==> src/rtl/alu_issue_ctrl.sv <==
// alu_issue_ctrl: valid/ready front end that drives a combinational ALU, holds
// its inputs for an opcode-dependent number of cycles, then returns the result.
module alu_issue_ctrl #(
  parameter int WIDTH     = 8,
  parameter int SUM_WAIT  = 15,
  parameter int SUB_WAIT  = 10,
  parameter int MULT_WAIT = 7,
  parameter int DEF_WAIT  = 1
) (
  input  logic             clk,
  input  logic             rst,
  input  logic             req_valid,
  output logic             req_ready,
  input  logic [WIDTH-1:0] req_i1,
  input  logic [WIDTH-1:0] req_i2,
  input  logic [1:0]       req_opcode,
  output logic [WIDTH-1:0] alu_i1,
  output logic [WIDTH-1:0] alu_i2,
  output logic [1:0]       alu_opcode,
  input  logic [WIDTH-1:0] alu_o1,
  output logic             rsp_valid,
  input  logic             rsp_ready,
  output logic [WIDTH-1:0] rsp_o1,
  output logic [1:0]       rsp_opcode,
  output logic             busy
);
  localparam int MAX_A = SUM_WAIT > SUB_WAIT ? SUM_WAIT : SUB_WAIT;
  localparam int MAX_B = MULT_WAIT > DEF_WAIT ? MULT_WAIT : DEF_WAIT;
  localparam int MAX_W = MAX_A > MAX_B ? MAX_A : MAX_B;
  localparam int CW    = MAX_W > 1 ? $clog2(MAX_W) : 1;

  typedef enum logic [1:0] {IDLE, WAIT, RESP} state_t;

  state_t           r_state, w_next;
  logic [CW-1:0]    r_cnt, w_load;
  logic             w_accept, w_done;
  logic [WIDTH-1:0] r_alu_i1, r_alu_i2, r_rsp_o1;
  logic [1:0]       r_alu_opcode, r_rsp_opcode;

  assign alu_i1     = r_alu_i1;
  assign alu_i2     = r_alu_i2;
  assign alu_opcode = r_alu_opcode;
  assign rsp_o1     = r_rsp_o1;
  assign rsp_opcode = r_rsp_opcode;

  // In RESP, req_ready follows rsp_ready so a new request can overlap the response handshake
  always_comb begin
    req_ready = (r_state == IDLE) || (r_state == RESP && rsp_ready);
    rsp_valid = r_state == RESP;
    busy      = r_state != IDLE;
    w_accept  = req_valid && req_ready;
    w_done    = r_state == WAIT && r_cnt == '0;
    w_load    = req_opcode == 2'b00 ? CW'(SUM_WAIT - 1) :
                req_opcode == 2'b01 ? CW'(SUB_WAIT - 1) :
                req_opcode == 2'b10 ? CW'(MULT_WAIT - 1) : CW'(DEF_WAIT - 1);
    w_next    = r_state == IDLE ? (w_accept ? WAIT : IDLE) :
                r_state == WAIT ? (w_done ? RESP : WAIT) :
                r_state == RESP ? (w_accept ? WAIT : rsp_ready ? IDLE : RESP) : IDLE;
  end

  always_ff @(posedge clk) begin
    if (rst) begin
      r_state      <= IDLE;
      r_cnt        <= '0;
      r_alu_i1     <= '0;
      r_alu_i2     <= '0;
      r_alu_opcode <= 2'b11;
      r_rsp_o1     <= '0;
      r_rsp_opcode <= 2'b00;
    end else begin
      r_state <= w_next;
      if (w_accept) begin
        r_alu_i1     <= req_i1;
        r_alu_i2     <= req_i2;
        r_alu_opcode <= req_opcode;
        r_cnt        <= w_load;
      end else if (r_state == WAIT && !w_done) begin
        r_cnt <= r_cnt - CW'(1);
      end
      if (w_done) begin
        r_rsp_o1     <= alu_o1;
        r_rsp_opcode <= r_alu_opcode;
      end
    end
  end
endmodule

==> config.mk <==
export PLATFORM = sky130hd
export DESIGN_NAME = alu_issue_ctrl
export DESIGN_NICKNAME = d
export VERILOG_FILES = /design/src/rtl/alu_issue_ctrl.sv
export SDC_FILE = /design/constraint.sdc
export NUM_CORES = 1
export LEC_CHECK = 0
export CORE_MARGIN = 2
export CORE_UTILIZATION = 44
export DETAILED_ROUTE_END_ITERATION = 8
export PLACE_DENSITY = 0.89
export SLEW_MARGIN = 40
export SYNTH_ARGS = -nofsm -noshare
export SYNTH_HDL_FRONTEND = slang
export SYNTH_SLANG_ARGS = --single-unit
==> constraint.sdc <==
create_clock -name clk -period 2.9 [get_ports clk]
set_clock_uncertainty 0.15 [all_clocks]
set_input_delay 0.725 -clock clk [delete_from_list [all_inputs] [get_ports clk]]
set_output_delay 0.725 -clock clk [all_outputs]
set_load 0.05 [all_outputs]
After elaboration in Yosys (flattened, before gate mapping)
Index checks and enable logic that the tools add are counted.

$add $sub $neg: 1. Reductions and logical operators: 11. Eq/ne operators: 4. Mux-type cells: 12.

Operators with widths (number): two-way mux 4 bit (4); two-way mux 2 bit (6); equality test 2 x 1 -> 1 bit (second input constant) (2); equality test 2 bit (second input constant) (2); logical AND 1 bit (4); zero test 2 bit (2); zero test 4 bit (1); nonzero test 2 bit (2); subtractor 4 x 1 -> 4 bit (second input constant) (1); two-way mux 3 bit (1); zero test 1 bit (1); logical OR 1 bit (1); two-way mux 1 bit (1).

Register bits: 34. Bits of input ports: 30. Logic and storage cells: 35. Output and inout port bits: 31.

Logic depth before layout (Yosys ltp)
Depth after elaboration: 8. Mapped depth: 7.

Worst setup path after synthesis
No wires, ideal clock.

Path kind: in2out. From: in rsp_ready. To: out req_ready. Stages: 2. Data required time: 2025 ps. Arrival: 1601 ps. Buffers on the path: 0. Path slack: 424 ps. Cells stage by stage: nand2b_1 nor2b_1.

Longest elaborated chain between the ends: 2.

RTL lines: start: declaration (RTL line 22) `input logic rsp_ready,`; logical AND 1 bit (RTL line 48) `req_ready = (r_state == IDLE) || (r_state == RESP && rsp_ready);`; logical OR 1 bit (RTL line 48); end: declaration (RTL line 13) `output logic req_ready,`.

Every way passes these cells.

Worst setup path in the final report
Ends and elaborated chain as after synthesis.

==> reports/results.txt <==
Worst Max-Slew Pin Slew -> 514 ps
Port buffer count -> 60
Worst skew pair latency -> 330 ps
Flop pwr share -> 44.3%
Nature of the critical path endpoint -> primary output
Max_slew headroom -> 65.7%
Netlist Area Pre-Place -> 0.00137 mm2
First-pass GRT wire length -> 5280 um
Global route overflow -> 0
Synth warn -> 0
Final Hold Vio Count -> 0
Die height -> 59.7 um
Worst Setup Start Kind -> input pin
RePlAce Congestion -> 0.789
Vias/cell -> 4.93
Internal -> 0.000784 W
Detailed Place HPWL -> 2270 um
Final Slew Violations -> 0
Leak pwr -> 0.771 nW
Die ar. -> 0.00356 mm2
CTS buffer count -> 5
Die width -> 59.7 um
Net Count, Synth -> 197
Inserted Diodes -> 0
CTS tree -> built
Finish-stage setup viols -> 0
Critical path data required time -> 2030 ps
Overall Power -> 0.00120 W
Layout area overhead -> 50.8%
Maximum VDD drop -> 0.000404 V
Ratio of final minimum period to clock period -> 91.1%
Pin count of the biggest net entering global routing -> 16
Final WL -> 3140 um
Vias in the first global route -> 1240
CTS hold repair buffers -> 0
Syn Inst Count -> 165
Antenna violations before repair -> 0
Status -> completed
Worst setup path class -> in2out
Comb pwr share -> 33.1%
Clock transition at path regs -> 90 ps
Final setup TNS -> 0 ps
Highest Clock Rate -> 378 MHz
Drt pass-1 iters -> 4
Initial Utilization -> 45.5%
Post-synthesis sequential area ratio -> 49.9%
Distinct cells, synth -> 30
Clock power share -> 22.6%
CP max FO -> 4
Sinks on Clock Net -> 34
Cell row count -> 20
Worst Hold Class -> reg2reg
Post-route minimum period -> 2640 ps
Critical Path AT -> 1770 ps
Sw power -> 0.000417 W
CTS Buffer Depth -> 2
Post CTS Setup Buffer Count -> 0
Sw Ratio -> 34.7%
GRT Util Overall -> 19.7%
P per Cell Area -> 583 mW/mm2
Post-route DRC -> 0
Share of cells above drive strength 1 -> 9.21%
# IOs -> 61
Yosys reg bits -> 34
Antenna Nets Post-Route -> 0
H-Tree Depth -> 2
Nets@finish -> 259
RSZ-0062 raised after global routing -> no
Routed WL per cell -> 12.0 um
Final cell utilization of the core -> 68.5%
# resized after CTS -> 0
Core Footprint -> 0.00300 mm2
Iteration-0 DRC Markers -> 49
Synth Area per Inst -> 8.27 um2
Root Buffer -> clkbuf_4
DR vias -> 1288
Max_cap viols -> 0
kinds of logic (layout without fill, tap and decap cells):
| logic type | count (synthesis) | count (layout) | share of synthesized area (%) |
|---|---|---|---|
| AO/OA/AOI/OAI | 36 | 36 | 15.5 |
| buffers and inverters | 14 | 77 | 5.50 |
| XOR/XNOR | 1 | 1 | 0.642 |
| adder cells (fa/ha/maj) | 2 | 2 | 1.83 |
| flip-flops | 34 | 34 | 49.9 |
| AND/OR/NAND/NOR | 78 | 78 | 26.7 |
cell type report:
type,count,area (um2)
Fill cell,229,945
Sequential cell,34,681
Timing Repair Buffer,66,656
Multi-Input combinational cell,117,609
Clock buffer,7,55.1
Tap cell,33,41.3
Inverter,3,11.3
Clock inverter,1,5.00
final timing paths:
kind | start | endpoint | slack [ps] | cells after the start
setup / recovery | rsp_ready | req_ready | 260 | 4
hold / removal | alu_i2[5] | alu_i2[5] | 310 | 2
setup reg to reg | r_cnt[0] | r_cnt[3] | 980 | 7
hold reg to reg | alu_i2[5] | alu_i2[5] | 310 | 2
cell usage after synthesis, drive strengths merged:
master	count	area share, %
nor2	3	0.82
clkbuf	3	0.82
buf	8	3.8
ha	2	1.8
a21oi	29	11
o21ai	1	0.37
nand2b	5	2.5
a31oi	2	0.92
nand3	11	4.0
inv	3	0.82
a2bb2oi	1	1.1
a21o	1	0.55
nor3	3	1.1
or2	1	0.46
nand2	47	13
o211a	1	0.73
and2	1	0.46
nor2b	4	2.0
nand3b	1	0.55
nor3b	1	1.4
a211oi	1	0.92
xnor2	1	0.64
dfxtp	34	50
or3	1	0.46
flip-flops by register name (all words and copies together), names as in the netlist:
name	cells
alu_i1	8
alu_i2	8
rsp_o1	8
r_cnt	4
alu_opcode	2
r_state	2
rsp_opcode	2
metrics by stage:
| step | hold slack [ps] | cell area (um2) | setup slack [ps] | cells |
|---|---|---|---|---|
| floorplan | 318 | 1370 | 424 | 165 |
| global placement | 291 | 2000 | 271 | 253 |
| detailed placement | 296 | 2000 | 253 | 253 |
| CTS | 309 | 2060 | 249 | 261 |
| global route | 325 | 2060 | 171 | 261 |
| finish | 305 | 2060 | 258 | 261 |
per-layer routing:
metal / global-route usage (%) / wire [um]
met5: 0 / 0
met2: 32.0 / 1460
met1: 22.4 / 1340
met3: 10.2 / 303
met4: 6.35 / 43
placed cells by master, fill, tap and decap left out, drive strengths merged:
master	count
or3	1
a31oi	2
or2	1
clkdlybuf4s50	59
a2bb2oi	1
nor2	3
a21oi	29
a211oi	1
o21ai	1
inv	3
o211a	1
nor3b	1
clkbuf	7
clkinv	1
nand3b	1
nand3	11
a21o	1
nand2b	5
xnor2	1
dfxtp	34
ha	2
nor2b	4
nand2	47
buf	7
nor3	3
and2	1
worst max-delay path: stages:
cell and delay, ps:
clkdlybuf4s50_1 470, nand2b_1 170, nor2b_1 240, buf_12 170
power groups by stage:
stage / Combinational, W / Sequential (W) / Clock [W]
2_1_floorplan: 0.000161 / 0.000640 / 0
3_3_place_gp: 0.000394 / 0.000541 / 0
3_5_place_dp: 0.000399 / 0.000543 / 0
4_1_cts: 0.000401 / 0.000532 / 0.000278
5_1_grt: 0.000429 / 0.000537 / 0.000297
6_report: 0.000397 / 0.000532 / 0.000271
Note: power is estimated with default switching activity, not from simulation.
